<file path="src/rtl/dds_wave_gen.sv">
// DDS waveform generator: 32-bit phase accumulator, 3-stage sample pipeline
// (phase index -> raw waveform -> amplitude scale) driving an 8-bit DAC.
module dds_wave_gen #(
  parameter int FTW_W = 32
) (
  input  logic       clk,
  input  logic       rst_n,
  input  logic [1:0] cnt_sig,
  input  logic [1:0] cnt_amp,
  input  logic [1:0] cnt_fre,
  input  logic [1:0] cnt_phase,
  input  logic       confirm,
  output logic [7:0] data_out,
  output logic       da_clk
);

  typedef enum logic [1:0] {IDLE, LOAD, RUN} state_t;

  // round(127.5*sin((2i+1)*pi/256)), first quarter of the sine period
  localparam logic [6:0] SINE_Q [64] = '{
    7'd2,   7'd5,   7'd8,   7'd11,  7'd14,  7'd17,  7'd20,  7'd23,
    7'd26,  7'd29,  7'd32,  7'd36,  7'd39,  7'd41,  7'd44,  7'd47,
    7'd50,  7'd53,  7'd56,  7'd59,  7'd61,  7'd64,  7'd67,  7'd70,
    7'd72,  7'd75,  7'd77,  7'd80,  7'd82,  7'd84,  7'd87,  7'd89,
    7'd91,  7'd93,  7'd96,  7'd98,  7'd100, 7'd101, 7'd103, 7'd105,
    7'd107, 7'd109, 7'd110, 7'd112, 7'd113, 7'd115, 7'd116, 7'd117,
    7'd118, 7'd120, 7'd121, 7'd122, 7'd122, 7'd123, 7'd124, 7'd125,
    7'd125, 7'd126, 7'd126, 7'd127, 7'd127, 7'd127, 7'd127, 7'd127
  };

  state_t           state, state_next;
  logic             confirm_prev;
  logic [1:0]       sig_sh, amp_sh, fre_sh, phase_sh;
  logic [FTW_W-1:0] acc, ftw;
  logic [7:0]       p, p_next;
  logic [7:0]       s, s_next;
  logic [7:0]       out_val;
  logic [2:0]       valid;

  logic [5:0]       q_idx;
  logic [6:0]       q_val;
  logic [7:0]       sine_val, tri_val, sq_val, duty;
  logic signed [8:0] d, scaled;

  assign da_clk = ~clk;

  always_comb begin
    state_next = state;
    case (state)
      IDLE:    if (confirm && !confirm_prev) state_next = LOAD;
      LOAD:    state_next = confirm ? RUN : IDLE;
      RUN:     if (!confirm) state_next = IDLE;
      default: state_next = IDLE;
    endcase
  end

  always_comb begin
    case (fre_sh)
      2'd0:    ftw = FTW_W'(85899);
      2'd1:    ftw = FTW_W'(858993);
      2'd2:    ftw = FTW_W'(8589935);
      default: ftw = FTW_W'(85899346);
    endcase
  end

  // Phase offset applies to every shape except square, where cnt_phase is duty
  assign p_next = acc[FTW_W-1 -: 8] + ((sig_sh != 2'd1) ? {phase_sh, 6'd0} : 8'd0);

  always_comb begin
    q_idx    = p[6] ? ~p[5:0] : p[5:0];
    q_val    = SINE_Q[q_idx];
    sine_val = p[7] ? (8'd127 - {1'b0, q_val}) : (8'd128 + {1'b0, q_val});
    tri_val  = p[7] ? 8'(9'd511 - {p, 1'b0}) : {p[6:0], 1'b0};
    case (phase_sh)
      2'd0:    duty = 8'd32;
      2'd1:    duty = 8'd64;
      2'd2:    duty = 8'd128;
      default: duty = 8'd192;
    endcase
    sq_val = (p < duty) ? 8'd255 : 8'd0;
    case (sig_sh)
      2'd0:    s_next = sine_val;
      2'd1:    s_next = sq_val;
      2'd2:    s_next = tri_val;
      default: s_next = p;
    endcase
  end

  always_comb begin
    d       = $signed({1'b0, s}) - 9'sd128;
    scaled  = d >>> amp_sh;
    out_val = 8'(scaled + 9'sd128);
  end

  always_ff @(posedge clk or negedge rst_n) begin
    if (!rst_n) begin
      state        <= IDLE;
      confirm_prev <= 1'b1;  // a confirm held across reset is not a fresh rise
      sig_sh       <= '0;
      amp_sh       <= '0;
      fre_sh       <= '0;
      phase_sh     <= '0;
      acc          <= '0;
      p            <= '0;
      s            <= '0;
      valid        <= '0;
      data_out     <= 8'd128;
    end else begin
      state        <= state_next;
      confirm_prev <= confirm;
      if (state == LOAD) begin
        sig_sh   <= cnt_sig;
        amp_sh   <= cnt_amp;
        fre_sh   <= cnt_fre;
        phase_sh <= cnt_phase;
      end
      acc <= (state == RUN) ? acc + ftw : '0;
      p   <= p_next;
      s   <= s_next;
      // Leaving RUN flushes the pipe so no stale sample reaches the DAC
      valid    <= (state == RUN) ? {valid[1:0], 1'b1} : 3'b000;
      data_out <= (state == RUN && valid[1]) ? out_val : 8'd128;
    end
  end

endmodule
</file>
<file path="config.mk">
export PLATFORM = sky130hd
export DESIGN_NAME = dds_wave_gen
export DESIGN_NICKNAME = d
export VERILOG_FILES = /design/src/rtl/dds_wave_gen.sv
export SDC_FILE = /design/constraint.sdc
export NUM_CORES = 1
export LEC_CHECK = 0
export CORE_MARGIN = 2
export CORE_UTILIZATION = 62
export DETAILED_ROUTE_END_ITERATION = 16
export PLACE_DENSITY = 0.81
export RECOVER_POWER = 50
export SYNTH_ARGS = -nofsm -noshare
export SYNTH_HDL_FRONTEND = slang
export SYNTH_SLANG_ARGS = --single-unit
</file>
<file path="constraint.sdc">
create_clock -name clk -period 3.63 [get_ports clk]
set_clock_uncertainty 0.15 [all_clocks]
set_input_delay 0.5445 -clock clk [delete_from_list [all_inputs] [get_ports clk]]
set_output_delay 0.5445 -clock clk [all_outputs]
set_load 0.02 [all_outputs]
</file>
# Word-level counts from Yosys, hierarchy flattened
# Memory sizes are Yosys's and may differ from the RTL's.
# Index checks and enable logic that the tools add are counted.
[op_classes] n_bitwise=3 magnitude_cmp=2 n_eq_ne=11 shift=1 add_sub_neg=7 muxes=17 n_reduce_logical=8
[op_table] op="$pmux 27 s3" count=1
[op_table] op="$pmux 8 s3" count=2
[op_table] op="$mux 8" count=5
[op_table] op="$add 32x32->32" count=1
[op_table] op="$mux 32" count=1
[op_table] op="$mux 7" count=2
[op_table] op="$sshr 9x2->8" count=1
[op_table] op="$sub 8x8->9 const B" count=1
[op_table] op="$add 8x7->8 const A" count=1
[op_table] op="$add 8x8->8" count=1
[op_table] op="$add 8x8->8 const B" count=1
[op_table] op="$eq 2x1->1 const B" count=4
[op_table] op="$eq 2x2->1 const B" count=4
[op_table] op="$logic_not 2->1" count=4
[op_table] op="$lt 8x8->1" count=1
[op_table] op="$mux 2" count=4
[op_table] op="$sub 7x7->8 const A" count=1
[op_table] op="$sub 8x8->8 const A" count=1
[op_table] op="$ge 7x7->1 const B" count=1
[op_table] op="$not 6->7" count=1
[op_table] op="$mux 6" count=1
[op_table] op="$not 6->6" count=1
[op_table] op="$pmux 2 s3" count=1
[op_table] op="$ne 2x2->1 const B" count=2
[op_table] op="5 further kinds" count=6
[totals] elab_cells=61 in_bits=11 rom_bits=448 mem_count=1 regBits=69 out_inout_bits=9
[memory_table] name="(no name shown)" words=64 word_bits=7 read_ports=1 rd_ports_with_merged_regs=0 write_ports=0 line_no="71" source="q_val = SINE_Q[q_idx];"

# Depth between registers and ports, before layout
[logic_depth] word_depth=9 depth_mapped=13 mapped_depth_nobuf=12

==> out/summary.txt <==
number of fill cells - 664
Finished Layout Cells - 730
EDFF count, synth - 0
Comb pwr share - 0.435
Worst Hold Path EP - p[0]
CP delay by family, top - buffers and inverters
Clock Tree Buf Depth - 2
Routed Antenna Nets - 0
root buffer cell - clkbuf_8
Sum Neg Setup Slack - 0 ns
Worst R2R Start - fre_sh[0]
Slew headroom - -0.117
sequential share of power - 0.325
WP data required - 2.94 ns
synthesis-stage register bit count - 69
busiest grt layer - met2
RSZ-0062 raised after global routing - no
chip width - 96.4 um
vias in the first global route - 4409
Clk Latency, worst-skew pair - 0.35 ns
drt pass-1 iters - 5
overflow left after global routing - 0
Reg2Reg Depth - 12
Cell Pwr Density - 539 mW/mm2
placed cells - 714
Worst Hold Launch - acc[24]
Buf/Inv on CP - 4
Iter 0 DRT Violations - 253
GR Util All Layers - 0.294
Worst setup SP type - clock port
Setup Crit Path Kind - clock port to output port
syn_area_per_cell - 8.56 um2
CTS H-tree lvls - 3
Setup Viol. Count Final - 0
Syn-to-layout area delta - 8.14%
Post-synth ARST share - 1.00
HP Class - flip-flop to flip-flop
ys flop type - dfrtp_1
post-synthesis sequential area ratio - 0.327
CP Max Fanout - 13
Yosys warning total - 0
total CTS buffers - 9
Starting Density - 0.641
RePlAce Congestion - 0.941
Via-to-Cell Ratio - 6.45
synthesized instance count - 618
Pleak - 2.44 nW
Net Sw Frac - 0.404
total core area - 0.00826 mm2
crit-path max cell delay - 0.59 ns
PortBufs - 19
post-route setup slack - 0.148 ns
Max-cap violations - 1
hold path cells - 0
Reg-to-Reg End - acc[30]
failing checks - max-capacitance violations, max-slew violations
Seq. cell area - 0.00173 mm2
slowest CP cell - clkdlybuf4s50_1
I/O pin total - 20
Multi-input gate area - 0.00325 mm2
final net count - 671
status - finished with violations
first-pass GRT wire length - 21200 um
vias - 4708
WL final - 12800 um
nature of the critical path endpoint - output port
grt met1 use - 0.359
Slew Viols, Final - 70
Internal Dissipation - 1.84 mW
DRC viols - 0
Clock power frac - 0.241
Worst EP arrival - 2.79 ns
die height - 96.4 um
Rows - 33
syn_nets - 669
internal reg-to-reg setup slack - 0.30 ns
cell area after synthesis - 0.00529 mm2
dpl ws - 0.316 ns
die footprint - 0.00929 mm2
initial antenna violation count - 0
largest net degree at the start of global routing - 70
M3 GR Usage - 0.0434
HPWL after detailed placement - 9150 um
layout cells sized above 1 - 0.0800
final hold violations - 0
Least-Margin Pin Slew - 1.68 ns
diodes inserted - 0
Worst VDD drop - 0.293 mV
Hold Buf Count CTS - 0
CTS tree - done
Sw Pwr - 1.25 mW
crit-path most repeated cell - clkbuf_8
worst-path cell chain - clkbuf_8 > clkbuf_8 > inv_1 > clkdlybuf4s50_1
Wirelength per Cell - 17.6 um
clock-pin slew of the registers on the worst-case setup and hold paths - 0.08 ns
unique cell type count in the Yosys netlist - 66
GRT met2 Usage - 0.530
-- power by group through the flow --
stage | combinational [mW] | sequential, mW | clock [mW]
after floorplan | 1.09 | 0.920 | 0.0197
after global placement | 1.27 | 0.994 | 0.0408
after detailed placement | 1.31 | 1.01 | 0.0408
after CTS | 1.32 | 0.996 | 0.757
after global routing | 1.48 | 1.02 | 0.796
final | 1.34 | 1.00 | 0.741
-- per-stage QoR --
| step | utilization | hold WS [ns] | cell area, um2 | total power, mW |
|---|---|---|---|---|
| after floorplan | - | 0.0989 | 5290 | 2.03 |
| after global placement | 0.666 | 0.229 | 5500 | 2.30 |
| after detailed placement | 0.666 | 0.230 | 5500 | 2.36 |
| after CTS | 0.692 | 0.246 | 5720 | 3.07 |
| after global routing | 0.693 | 0.264 | 5720 | 3.29 |
| final | 0.693 | 0.247 | 5720 | 3.08 |
-- cell type report --
class | count | share of cell area
multi-input cells | 477 | 0.567
repair buffers | 30 | 0.0459
clock buffers | 11 | 0.0241
flip-flops and latches | 69 | 0.302
inverters | 31 | 0.0203
clock inverters | 7 | 0.0171
well taps | 105 | 0.0230
-- registers in the layout, summed over array words and instances, names as in the netlist --
name          cells
valid             2
phase_sh          2
state             2
confirm_prev      1
acc              32
amp_sh            2
p                 8
fre_sh            2
s                 8
sig_sh            2
data_out          8
-- cell usage in the layout, fill, tap and decap left out, types with 9 or more instances in the layout --
cell type / count
o21ai_0: 44
buf_4: 11
xnor2_1: 23
a31oi_1: 11
dfrtp_1: 67
clkbuf_8: 9
clkdlybuf4s50_1: 17
ha_1: 39
nor2b_1: 10
nor2_1: 57
xor2_1: 16
nand2b_1: 10
a21oi_1: 56
nand2_1: 52
nand3_1: 10
inv_1: 31
-- per-layer routing --
layer / up-vias / routed length (um)
met4: 0 / 297
met3: 35 / 622
li1: 2235 / -
met1: 2281 / 5230
met5: - / 0
met2: 157 / 6690
-- synthesized netlist by cell type, types with 9 or more instances --
| cell | n | area, um2 |
|---|---|---|
| inv_1 | 31 | 116 |
| a21oi_1 | 56 | 280 |
| xnor2_1 | 23 | 201 |
| nor2_1 | 57 | 214 |
| nor2b_1 | 10 | 62.6 |
| dfrtp_1 | 67 | 1680 |
| o21ai_0 | 44 | 220 |
| nand2b_1 | 10 | 62.6 |
| a31oi_1 | 11 | 68.8 |
| buf_2 | 13 | 65.1 |
| nand2_1 | 52 | 195 |
| clkbuf_1 | 19 | 71.3 |
| xor2_1 | 16 | 140 |
| a211oi_1 | 9 | 67.6 |
| ha_1 | 39 | 488 |
| nand3_1 | 10 | 50.1 |
-- how the worst max path moves through the flow --
stage | from | endpoint | depth (start not counted)
after CTS | clk | da_clk | 4
final | clk | da_clk | 4
after floorplan | fre_sh[0] | acc[30] | 12
after global routing | fre_sh[0] | acc[31] | 11
after detailed placement | fre_sh[0] | acc[30] | 12
after global placement | fre_sh[0] | acc[30] | 12
-- cells by family (layout without fill, tap and decap cells) --
logic type	count (synthesis)	after routing	synth area share
and+or+nand+nor	186	186	0.167
xor gates and xnor gates	40	40	0.0676
AOI/OAI and AO/OA	197	197	0.240
adders and majority gates	40	40	0.0960
muxes	14	14	0.0416
DFF	69	69	0.327
buffers and inverters	72	79	0.0605
-- worst register-to-register path, stage by stage (launching register included) --
cell and delay [ns]:
dfrtp_1 0.47, ha_1 0.25, inv_1 0.10, ha_1 0.18, inv_1 0.05, fa_1 0.36, and2b_1 0.23, o31a_1 0.18
a41oi_2 0.21, o211ai_2 0.35, a211oi_2 0.15, or3_1 0.37, a21oi_1 0.20
-- what timing repair did --
| action | in CTS | in global routing |
|---|---|---|
| buffers inserted | 0 | 0 |
| gates resized for setup | 0 | 1 |
| hold endpoints to repair | 0 | 0 |
| setup endpoints to repair | 0 | 1 |
(Power assumes the default switching activity.)
